==> src/rtl/if_fetch_pkg.sv <==
// Shared types and constants for the instruction-fetch stage.
// Holds the fetch FSM encoding, the {pc, inst} buffer entry layout and the nop word.
package if_fetch_pkg;

  localparam int INST_ADDR_W = 32;
  localparam int INST_W      = 32;

  localparam logic [INST_W-1:0]      INST_NOP  = 32'h0000_0000;
  localparam logic [INST_ADDR_W-1:0] ZERO_WORD = 32'h0000_0000;

  typedef enum logic {
    IF_STATE_FETCH = 1'b0,
    IF_STATE_FLUSH = 1'b1
  } if_state_e;

  typedef struct packed {
    logic [INST_ADDR_W-1:0] pc;
    logic [INST_W-1:0]      inst;
  } fetch_entry_t;

  // Sequential fetch address; natural 32-bit overflow wraps 0xFFFF_FFFC to 0.
  function automatic logic [INST_ADDR_W-1:0] next_pc(input logic [INST_ADDR_W-1:0] pc);
    return pc + 32'd4;
  endfunction

endpackage

==> src/rtl/if_inst_fifo.sv <==
// Small synchronous FIFO with push, pop and flush; flush (or rst) empties it and wins
// over a simultaneous push. The head word is presented combinationally.
module if_inst_fifo #(
  parameter int DEPTH = 2,
  parameter int WIDTH = 64,
  localparam int AW = (DEPTH > 1) ? $clog2(DEPTH) : 1,
  localparam int CW = AW + 1
) (
  input  logic             clk,
  input  logic             rst,
  input  logic             i_push,
  input  logic [WIDTH-1:0] i_data,
  input  logic             i_pop,
  input  logic             i_flush,
  output logic [WIDTH-1:0] o_head,
  output logic [CW-1:0]    o_count,
  output logic             o_full,
  output logic             o_empty
);

  logic [WIDTH-1:0] r_mem [DEPTH];
  logic [AW-1:0]    r_wr_ptr;
  logic [AW-1:0]    r_rd_ptr;
  logic [CW-1:0]    r_count;
  logic             w_push;
  logic             w_pop;

  assign o_full  = (r_count == CW'(DEPTH));
  assign o_empty = (r_count == '0);
  assign o_count = r_count;
  assign o_head  = r_mem[r_rd_ptr];

  // A full FIFO may still accept a push when the head leaves in the same cycle.
  assign w_pop  = i_pop && !o_empty;
  assign w_push = i_push && (!o_full || w_pop);

  always_ff @(posedge clk) begin
    if (w_push) begin
      r_mem[r_wr_ptr] <= i_data;
    end
  end

  always_ff @(posedge clk) begin
    if (rst || i_flush) begin
      r_wr_ptr <= '0;
      r_rd_ptr <= '0;
      r_count  <= '0;
    end else begin
      if (w_push) begin
        r_wr_ptr <= r_wr_ptr + AW'(1);
      end
      if (w_pop) begin
        r_rd_ptr <= r_rd_ptr + AW'(1);
      end
      r_count <= r_count + CW'(w_push) - CW'(w_pop);
    end
  end

endmodule

==> src/rtl/if_fetch.sv <==
// Instruction-fetch stage: owns the PC, issues req/gnt/rvalid fetches and buffers {pc, inst}.
// Define IF_FETCH_CNT_EN to add fetch_cnt_o, a count of instructions handed to IF/ID.
module if_fetch
  import if_fetch_pkg::*;
#(
  parameter logic [31:0] RESET_PC   = 32'h0000_0000,
  parameter int          FIFO_DEPTH = 2
) (
  input  logic        clk,
  input  logic        rst,
  input  logic        stall_i,
  input  logic        branch_flag_i,
  input  logic [31:0] branch_target_i,
  output logic        imem_req_o,
  output logic [31:0] imem_addr_o,
  input  logic        imem_gnt_i,
  input  logic        imem_rvalid_i,
  input  logic [31:0] imem_rdata_i,
  output logic [31:0] if_pc_o,
  output logic [31:0] if_inst_o,
  output logic        if_valid_o
`ifdef IF_FETCH_CNT_EN
  ,
  output logic [31:0] fetch_cnt_o
`endif
);

  localparam int CW = $clog2(FIFO_DEPTH) + 1;

  if_state_e    r_state;
  if_state_e    w_state_next;
  logic [31:0]  r_pc;
  logic [31:0]  w_pc_next;

  logic         w_req;
  logic         w_gnt;
  logic         w_rvalid;
  logic         w_push;
  logic         w_pop;
  logic         w_credit_ok;
  logic [CW:0]  w_credit_used;
  logic [CW-1:0] w_out_next;

  logic [31:0]  w_infl_pc;
  logic [CW-1:0] w_infl_count;
  logic         w_infl_full;
  logic         w_infl_empty;

  fetch_entry_t w_head;
  fetch_entry_t w_push_entry;
  logic [CW-1:0] w_fifo_count;
  logic         w_fifo_full;
  logic         w_fifo_empty;

  // Each slot is reserved at request time so a returning response always has room.
  assign w_credit_used = {1'b0, w_fifo_count} + {1'b0, w_infl_count};
  assign w_credit_ok   = (w_credit_used < (CW + 1)'(FIFO_DEPTH));

  assign w_req    = !rst && (r_state == IF_STATE_FETCH) && w_credit_ok
                    && !w_infl_full && !w_fifo_full;
  assign w_gnt    = w_req && imem_gnt_i;
  assign w_rvalid = imem_rvalid_i && !w_infl_empty;

  assign w_out_next = w_infl_count + CW'(w_gnt) - CW'(w_rvalid);

  assign w_push = w_rvalid && (r_state == IF_STATE_FETCH);
  assign w_pop  = if_valid_o && !stall_i && !branch_flag_i;

  assign w_push_entry.pc   = w_infl_pc;
  assign w_push_entry.inst = imem_rdata_i;

  assign imem_req_o  = w_req;
  assign imem_addr_o = r_pc;

  assign if_valid_o = !w_fifo_empty;
  assign if_pc_o    = if_valid_o ? w_head.pc   : ZERO_WORD;
  assign if_inst_o  = if_valid_o ? w_head.inst : INST_NOP;

  // PCs of granted-but-unanswered requests; its occupancy is the outstanding count.
  if_inst_fifo #(
    .DEPTH (FIFO_DEPTH),
    .WIDTH (32)
  ) u_inflight (
    .clk     (clk),
    .rst     (rst),
    .i_push  (w_gnt),
    .i_data  (r_pc),
    .i_pop   (w_rvalid),
    .i_flush (1'b0),
    .o_head  (w_infl_pc),
    .o_count (w_infl_count),
    .o_full  (w_infl_full),
    .o_empty (w_infl_empty)
  );

  if_inst_fifo #(
    .DEPTH (FIFO_DEPTH),
    .WIDTH ($bits(fetch_entry_t))
  ) u_inst_fifo (
    .clk     (clk),
    .rst     (rst),
    .i_push  (w_push),
    .i_data  (w_push_entry),
    .i_pop   (w_pop),
    .i_flush (branch_flag_i),
    .o_head  (w_head),
    .o_count (w_fifo_count),
    .o_full  (w_fifo_full),
    .o_empty (w_fifo_empty)
  );

  always_comb begin
    w_state_next = r_state;
    case (r_state)
      IF_STATE_FETCH: begin
        // A grant in the redirect cycle still belongs to the old path.
        if (branch_flag_i && (w_out_next != '0)) begin
          w_state_next = IF_STATE_FLUSH;
        end
      end
      IF_STATE_FLUSH: begin
        if (w_out_next == '0) begin
          w_state_next = IF_STATE_FETCH;
        end
      end
      default: w_state_next = IF_STATE_FETCH;
    endcase
  end

  always_comb begin
    w_pc_next = r_pc;
    if (branch_flag_i) begin
      w_pc_next = branch_target_i;
    end else if (w_gnt) begin
      w_pc_next = next_pc(r_pc);
    end
  end

  always_ff @(posedge clk) begin
    if (rst) begin
      r_state <= IF_STATE_FETCH;
      r_pc    <= RESET_PC;
    end else begin
      r_state <= w_state_next;
      r_pc    <= w_pc_next;
    end
  end

`ifdef IF_FETCH_CNT_EN
  logic [31:0] r_fetch_cnt;

  always_ff @(posedge clk) begin
    if (rst) begin
      r_fetch_cnt <= 32'd0;
    end else if (w_pop) begin
      r_fetch_cnt <= r_fetch_cnt + 32'd1;
    end
  end

  assign fetch_cnt_o = r_fetch_cnt;
`endif

endmodule
==> config.mk <==
export PLATFORM = sky130hd
export DESIGN_NAME = if_fetch
export DESIGN_NICKNAME = d
export VERILOG_FILES = /design/src/rtl/if_fetch_pkg.sv /design/src/rtl/if_inst_fifo.sv /design/src/rtl/if_fetch.sv
export SDC_FILE = /design/constraint.sdc
export NUM_CORES = 1
export LEC_CHECK = 0
export BUFFER_PORTS_ARGS = -buffer_cell sky130_fd_sc_hd__buf_2
export CAP_MARGIN = 40
export CORE_MARGIN = 10
export CORE_UTILIZATION = 56
export DETAILED_ROUTE_END_ITERATION = 12
export PLACE_DENSITY = 0.9
export RECOVER_POWER = 100
export SLEW_MARGIN = 10
export SYNTH_ARGS = -nofsm -noshare
export SYNTH_HDL_FRONTEND = slang
export SYNTH_SLANG_ARGS = --single-unit
==> constraint.sdc <==
create_clock -name clk -period 5.53 [get_ports clk]
set_clock_uncertainty 0.05 [all_clocks]
set_input_delay 0.2765 -clock clk [delete_from_list [all_inputs] [get_ports clk]]
set_output_delay 0.2765 -clock clk [all_outputs]
set_load 0.005 [all_outputs]
== Yosys cells after proc, flatten, opt, wreduce, memory -nomap -nowiden ==
Memory sizes are Yosys's and may differ from the RTL's. A register that Yosys moved wholly into a read port is not among the register bits.
Cells that the tools add are included.

* $add $sub $neg: 12
* Order comparisons: 1
* Equality and inequality tests: 2
* Multiplexer cells: 15
* Bitwise operators: 1
* Reductions and logical operators: 29

{| class="wikitable"
|+ Operators by type and width
! cell !! number
|-
| 32-bit 2-to-1 mux || 4
|-
| 32-bit by 3-bit adder with 32-bit output (second input constant) || 1
|-
| 1-bit logical AND || 14
|-
| 1-bit 2-to-1 mux || 10
|-
| 1-bit logical NOT || 7
|-
| 2-bit by 1-bit adder with 2-bit output || 3
|-
| 2-bit logical NOT || 3
|-
| 2-bit by 1-bit subtractor with 2-bit output || 3
|-
| 1-bit adder (second input constant) || 4
|-
| 2-bit equality test (second input constant) || 2
|-
| 2-bit nonzero test || 2
|-
| 2-bit by 2-bit adder with 3-bit output || 1
|-
| 1-bit logical OR || 3
|-
| 3-bit by 2-bit < comparator with 1-bit output (second input constant) || 1
|-
| 1-bit one-hot mux with 2 select lines || 1
|-
| 1-bit NOT || 1
|}

* Register bits: 41
* RAM bits: 192
* Output and inout port bits: 98
* Logic and storage cells: 70
* Memories: 2

{| class="wikitable"
|+ Memory list
! memory !! depth !! bits a word !! rd ports !! clocked after memory_dff !! wr ports !! line !! text
|-
| u_inst_fifo.r_mem || 2 || 64 || 1 || 1 || 1 || if_inst_fifo.sv:21 || <nowiki>logic [WIDTH-1:0] r_mem [DEPTH];</nowiki>
|-
| u_inflight.r_mem || 2 || 32 || 1 || 1 || 1 || if_inst_fifo.sv:21 ||
|}

== Depth between registers and ports, before layout ==
* Depth in word-level cells: 12
* Depth in mapped cells: 13
* Gate-level depth less buffers: 11

== Hierarchy ==
From an unflattened synthesis, not the netlist that was laid out.

* Cell total of the unflattened synthesis: 708
* Area total of the unflattened synthesis: 10137.2 um2

{| class="wikitable"
|+ By module, submodules not included
! module !! times used !! cells each !! area each (um2) !! sequential area each (um2)
|-
| if_inst_fifo (u_inst_fifo) || 1 || 230 || 4918.5 || 3943.8
|-
| if_fetch || 1 || 347 || 2630.0 || 660.6
|-
| if_inst_fifo (u_inflight) || 1 || 131 || 2588.7 || 2021.9
|}

== Worst setup path after synthesis ==
Ideal clock, no wire load.

* Path kind: register to register
* Start: reg u_inflight.r_count[1], in the netlist u_inflight.o_count[1]
* End: mem u_inst_fifo.r_mem[0][0], enable pin
* Setup time: 494 ps
* Arrival time: 3939 ps
* Path slack: 1047 ps
* Cell stages (with the launch flop): 4
* Period minus slack after synthesis: 4483 ps
* Path through: dfxtp_1 o21ai_0 a311oi_1 nor2b_1

* Longest elaborated chain between the ends: 7

{| class="wikitable"
|+ Ends and longest elaborated chain
! item !! line !! text
|-
| start: declaration || if_inst_fifo.sv:24 || <nowiki>logic [CW-1:0] r_count;</nowiki>
|-
| start signal: assignment || if_inst_fifo.sv:55 || <nowiki>r_count <= r_count + CW'(w_push) - CW'(w_pop);</nowiki>
|-
| 2-bit logical NOT || if_inst_fifo.sv:29 || <nowiki>assign o_empty = (r_count == '0);</nowiki>
|-
| 1-bit logical NOT || if_fetch.sv:62 || <nowiki>assign w_rvalid = imem_rvalid_i && !w_infl_empty;</nowiki>
|-
| 1-bit logical AND || if_fetch.sv:62 ||
|-
| 1-bit logical AND || if_fetch.sv:66 || <nowiki>assign w_push = w_rvalid && (r_state == IF_STATE_FETCH);</nowiki>
|-
| 1-bit logical AND || if_inst_fifo.sv:35 || <nowiki>assign w_push = i_push && (!o_full || w_pop);</nowiki>
|-
| named net u_inst_fifo.w_push || if_inst_fifo.sv:25 || <nowiki>logic w_push;</nowiki>
|-
| 1-bit 2-to-1 mux || if_inst_fifo.sv:38 || <nowiki>if (w_push) begin</nowiki>
|-
| 1-bit 2-to-1 mux (not written as such) || if_inst_fifo.sv:39 || <nowiki>r_mem[r_wr_ptr] <= i_data;</nowiki>
|-
| end: declaration || if_inst_fifo.sv:21 ||
|}

The timed path passes the listed nets, and every way through them passes these cells.

== Worst setup path in the final report ==
* Start: reg u_inst_fifo.r_count[0], in the netlist u_inst_fifo.o_count[0]
* End: mem u_inflight.r_mem[0][8], enable pin

* Longest elaborated chain between the ends: 9
* Elaborated cells between the ends (all ways): 11

{| class="wikitable"
|+ Ends and longest elaborated chain
! item !! line !! text
|-
| start: declaration || if_inst_fifo.sv:24 ||
|-
| start signal: assignment || if_inst_fifo.sv:55 ||
|-
| 2-bit by 2-bit adder with 3-bit output || if_fetch.sv:56 || <nowiki>assign w_credit_used = {1'b0, w_fifo_count} + {1'b0, w_infl_count};</nowiki>
|-
| 3-bit by 2-bit < comparator with 1-bit output || if_fetch.sv:57 || <nowiki>assign w_credit_ok = (w_credit_used < (CW + 1)'(FIFO_DEPTH));</nowiki>
|-
| 1-bit logical AND || if_fetch.sv:59 || <nowiki>assign w_req = !rst && (r_state == IF_STATE_FETCH) && w_credit_ok</nowiki>
|-
| 1-bit logical AND || if_fetch.sv:60 || <nowiki>&& !w_infl_full && !w_fifo_full;</nowiki>
|-
| 1-bit logical AND * || if_fetch.sv:60 ||
|-
| 1-bit logical AND * || if_fetch.sv:61 || <nowiki>assign w_gnt = w_req && imem_gnt_i;</nowiki>
|-
| 1-bit logical AND * || if_inst_fifo.sv:35 ||
|-
| 1-bit 2-to-1 mux * || if_inst_fifo.sv:38 ||
|-
| 1-bit 2-to-1 mux (not written as such) * || if_inst_fifo.sv:39 ||
|-
| end: declaration || if_inst_fifo.sv:21 ||
|}

Every way passes the cells marked *; elsewhere a longest branch is shown, timed or not.

==> reports/metrics.yaml <==
place_hpwl_mm: 14.9
gp_congestion: 0.886
worst_ep_required_time_ns: 5.57
outcome: "finished with violations"
htreeDepth: 1
crit_type: "reg2reg"
worst-slew-pin-transition_ns: 1.98
fin_setup_tns_ns: 0
avgSynthCellArea_sq_um: 14.1
finalSetupViolations: 0
layout-drive-gt1-share: 0.104
synth_fp_nets: 768
multi_input_area_sq_mm: 0.00285
slew_viol_final: 241
max-slew-margin-rel: -0.319
wl_per_cell_um: 21.0
synthCells: 690
yosys.area_share.simple: 0.109
arrival_ns: 4.16
core-area_sq_mm: 0.0172
antenna_found_initial: 1
synth_ff_type: "edfxtp_1"
die_h_um: 152
grtUsageTotal: 0.201
hold_viol: 0
ys_warn_count: 0
drtPass1Iterations: 6
cts_tree: "built"
worstSetupStartpointType: "register"
ios: 168
ys_ff_latch: 235
portBuffers: 167
p_leak_nw: 3.89
num_vias: 6664
rsz0062_at_grt: "no"
synth_compound_area_frac: 0.0590
grt_pass1_vias: 6676
nets: 971
grt_max_degree: 67
die_area_sq_mm: 0.0230
route.antenna.remaining_nets: 0
violations: "capacitance limit, slew limit"
synthArstFlopShare: 0
p_total_w: 0.00448
period_needed_ns: 4.12
cts_buffer_depth: 3
synth_xor_area_frac: 0.00992
final_cell_area_sq_mm: 0.0117
cts_root_buffer: "clkbuf_16"
drt_wl_total_mm: 23.9
cp-startpoint: "u_inst_fifo.o_count[0]$_SDFF_PP0_"
clkSinkCount: 235
cts_made_buffers: 23
final_util: 0.682
postCtsSetupBuffers: 0
synth_cell_types: 51
path_clk_slew_ns: 0.06
synth_edf_count: 192
maxCapViolations: 6
placed_area_sq_mm: 0.0108
fill_cells: 1199
synth_mux_area_frac: 0.105
period_share: 0.745
clock_latency_ns: 0.52
overflow: 0
r2r_start: "u_inst_fifo.o_count[0]$_SDFF_PP0_"
drc_errors: 0
grt_pass1_wl_mm: 36.4
cp_common_cell: "nor2_1"
synth_top_family_by_area: "simple AND/OR/NAND/NOR gates"
worst_path_largest_cell_delay_ns: 1.36
fmax_ghz: 0.243
hp-start: "branch_target_i[11]"
p_per_area_mw_per_mm2: 382
netlist_area_sq_mm: 0.00971
hold_path.class: "in2reg"
crit_chain: "inv_1, nor2_1, fa_1, nor4_1, and4_1, inv_4, nor2_1, clkbuf_1"
synth_adder_area_share: 0.0111
row_count: 48
hold-worst-slack_ns: 0.00959
ys_seq_area_frac: 0.682
end_kind: "register"
ff_latch_area_sq_mm: 0.00663
cp_slowest_cell: "clkbuf_1"
path_max_fanout: 32
routed_via_density: 5.87
drt_iter0_drc: 726
area_growth_pct: 20.6
start_util: 0.566
ir_worst_vdd_uv: 189
fp.dieW_um: 152
## path summary, 6_finish.rpt
kind	end	slack, ns	cells after the start
setup / recovery	u_inflight.r_mem[0][8]$_DFFE_PP_	1.41	8
hold / removal	imem_addr_o[11]$_SDFFE_PP0N_	0.01	3
setup reg to reg	u_inflight.r_mem[0][8]$_DFFE_PP_	1.41	8
hold reg to reg	u_inflight.r_mem[1][1]$_DFFE_PP_	0.47	0
## where the power goes
part | switching (W) | internal (W) | leakage (nW)
clock network | 0.000614 | 0.000894 | 0.353
registers | 0.000101 | 0.00221 | 2.11
logic | 0.000408 | 0.000252 | 1.42
## critical path, delay by kind of cell, from the launching register on
kind	cells	cell delay (ns)
flip-flops	1	0.40
adder cells (fa/ha/maj)	1	0.44
AND/OR/NAND/NOR	4	1.19
buffers and inverters	3	1.61
## cells by family (layout without fill, tap and decap cells)
family / after synthesis / in the layout
other: 0 / 1
multiplexers: 98 / 98
flip-flops: 235 / 235
XOR/XNOR: 11 / 11
buffers and inverters: 55 / 275
AO/OA/AOI/OAI: 70 / 70
adder cells (fa/ha/maj): 8 / 8
AND/OR/NAND/NOR: 213 / 213
## metrics by stage
| stage | instances | setup WS, ns |
|---|---|---|
| after detailed placement | 1050 | 2.27 |
| after floorplan | 690 | 1.05 |
| after CTS | 1135 | 2.43 |
| after global routing | 1136 | 1.19 |
| final | 1136 | 1.41 |
| after global placement | 1047 | 2.18 |
## placed cells by master, fill, tap and decap left out, drive strengths merged, types with 6 or more instances in the layout
cell	count
edfxtp	192
clkbuf	162
nor2	104
mux2i	66
buf	50
dfxtp	43
dlygate4sd3	43
mux2	32
nand2	22
inv	15
nand3	13
nand4	13
or4	12
o31ai	12
o21ai	10
nor4	10
xnor2	9
a311oi	8
and3	8
a211oi	8
ha	7
and4	6
nor3	6
o311a	6
o2111a	6
## registers in the layout, indices dropped and copies added, names as in the netlist, named ones only
signal,cells
u_inst_fifo.o_count,2
u_inflight.r_rd_ptr,1
u_inflight.o_count,2
u_inst_fifo.r_wr_ptr,1
imem_addr_o,32
u_inflight.r_mem,64
u_inst_fifo.r_rd_ptr,1
u_inflight.r_wr_ptr,1
r_state,1
u_inst_fifo.r_mem,128
## cell usage after synthesis (3+ instances only)
cell,instances,area share
and3_1,8,0.0052
edfxtp_1,192,0.59
a311oi_1,8,0.0072
ha_1,7,0.0090
nor2b_1,4,0.0026
nor2_1,104,0.040
nand4_1,13,0.0084
o21ai_0,10,0.0052
nand2b_1,3,0.0019
o21a_1,3,0.0023
mux2i_1,66,0.068
o2111a_1,6,0.0070
mux2_2,32,0.037
xnor2_1,9,0.0081
nand2_1,22,0.0085
o311a_1,6,0.0062
a211oi_1,8,0.0062
a2111oi_0,4,0.0036
or4_1,12,0.0093
nand3_1,13,0.0067
clkbuf_1,27,0.010
dfxtp_1,43,0.089
buf_1,9,0.0035
and2_1,3,0.0019
o31ai_1,12,0.0093
nor4_1,9,0.0058
inv_1,12,0.0046
nor3_1,6,0.0031
buf_6,3,0.0035
and4_1,6,0.0054
## per-layer routing
layer,global-route usage,share of wire,vias to the layer above
met2,0.342,0.50,348
met1,0.253,0.39,3235
met4,0.0624,0.021,0
met5,0,0,-
met3,0.0410,0.091,41
li1,-,-,3040
## what timing repair did
item | in CTS | in global routing
hold buffers | 43 | 0
gates resized for setup | 0 | 0
hold endpoints to repair | 75 | 0
## area by class of cell
type	count	share of cell area
timing repair buffer	219	0.101
sequential	235	0.566
multi-input combinational	400	0.243
clock inverter	6	0.00705
tap	225	0.0240
antenna	1	0.000214
clock buffer	36	0.0550
inverter	14	0.00470
No activity file was read; power rests on OpenSTA's default activity.
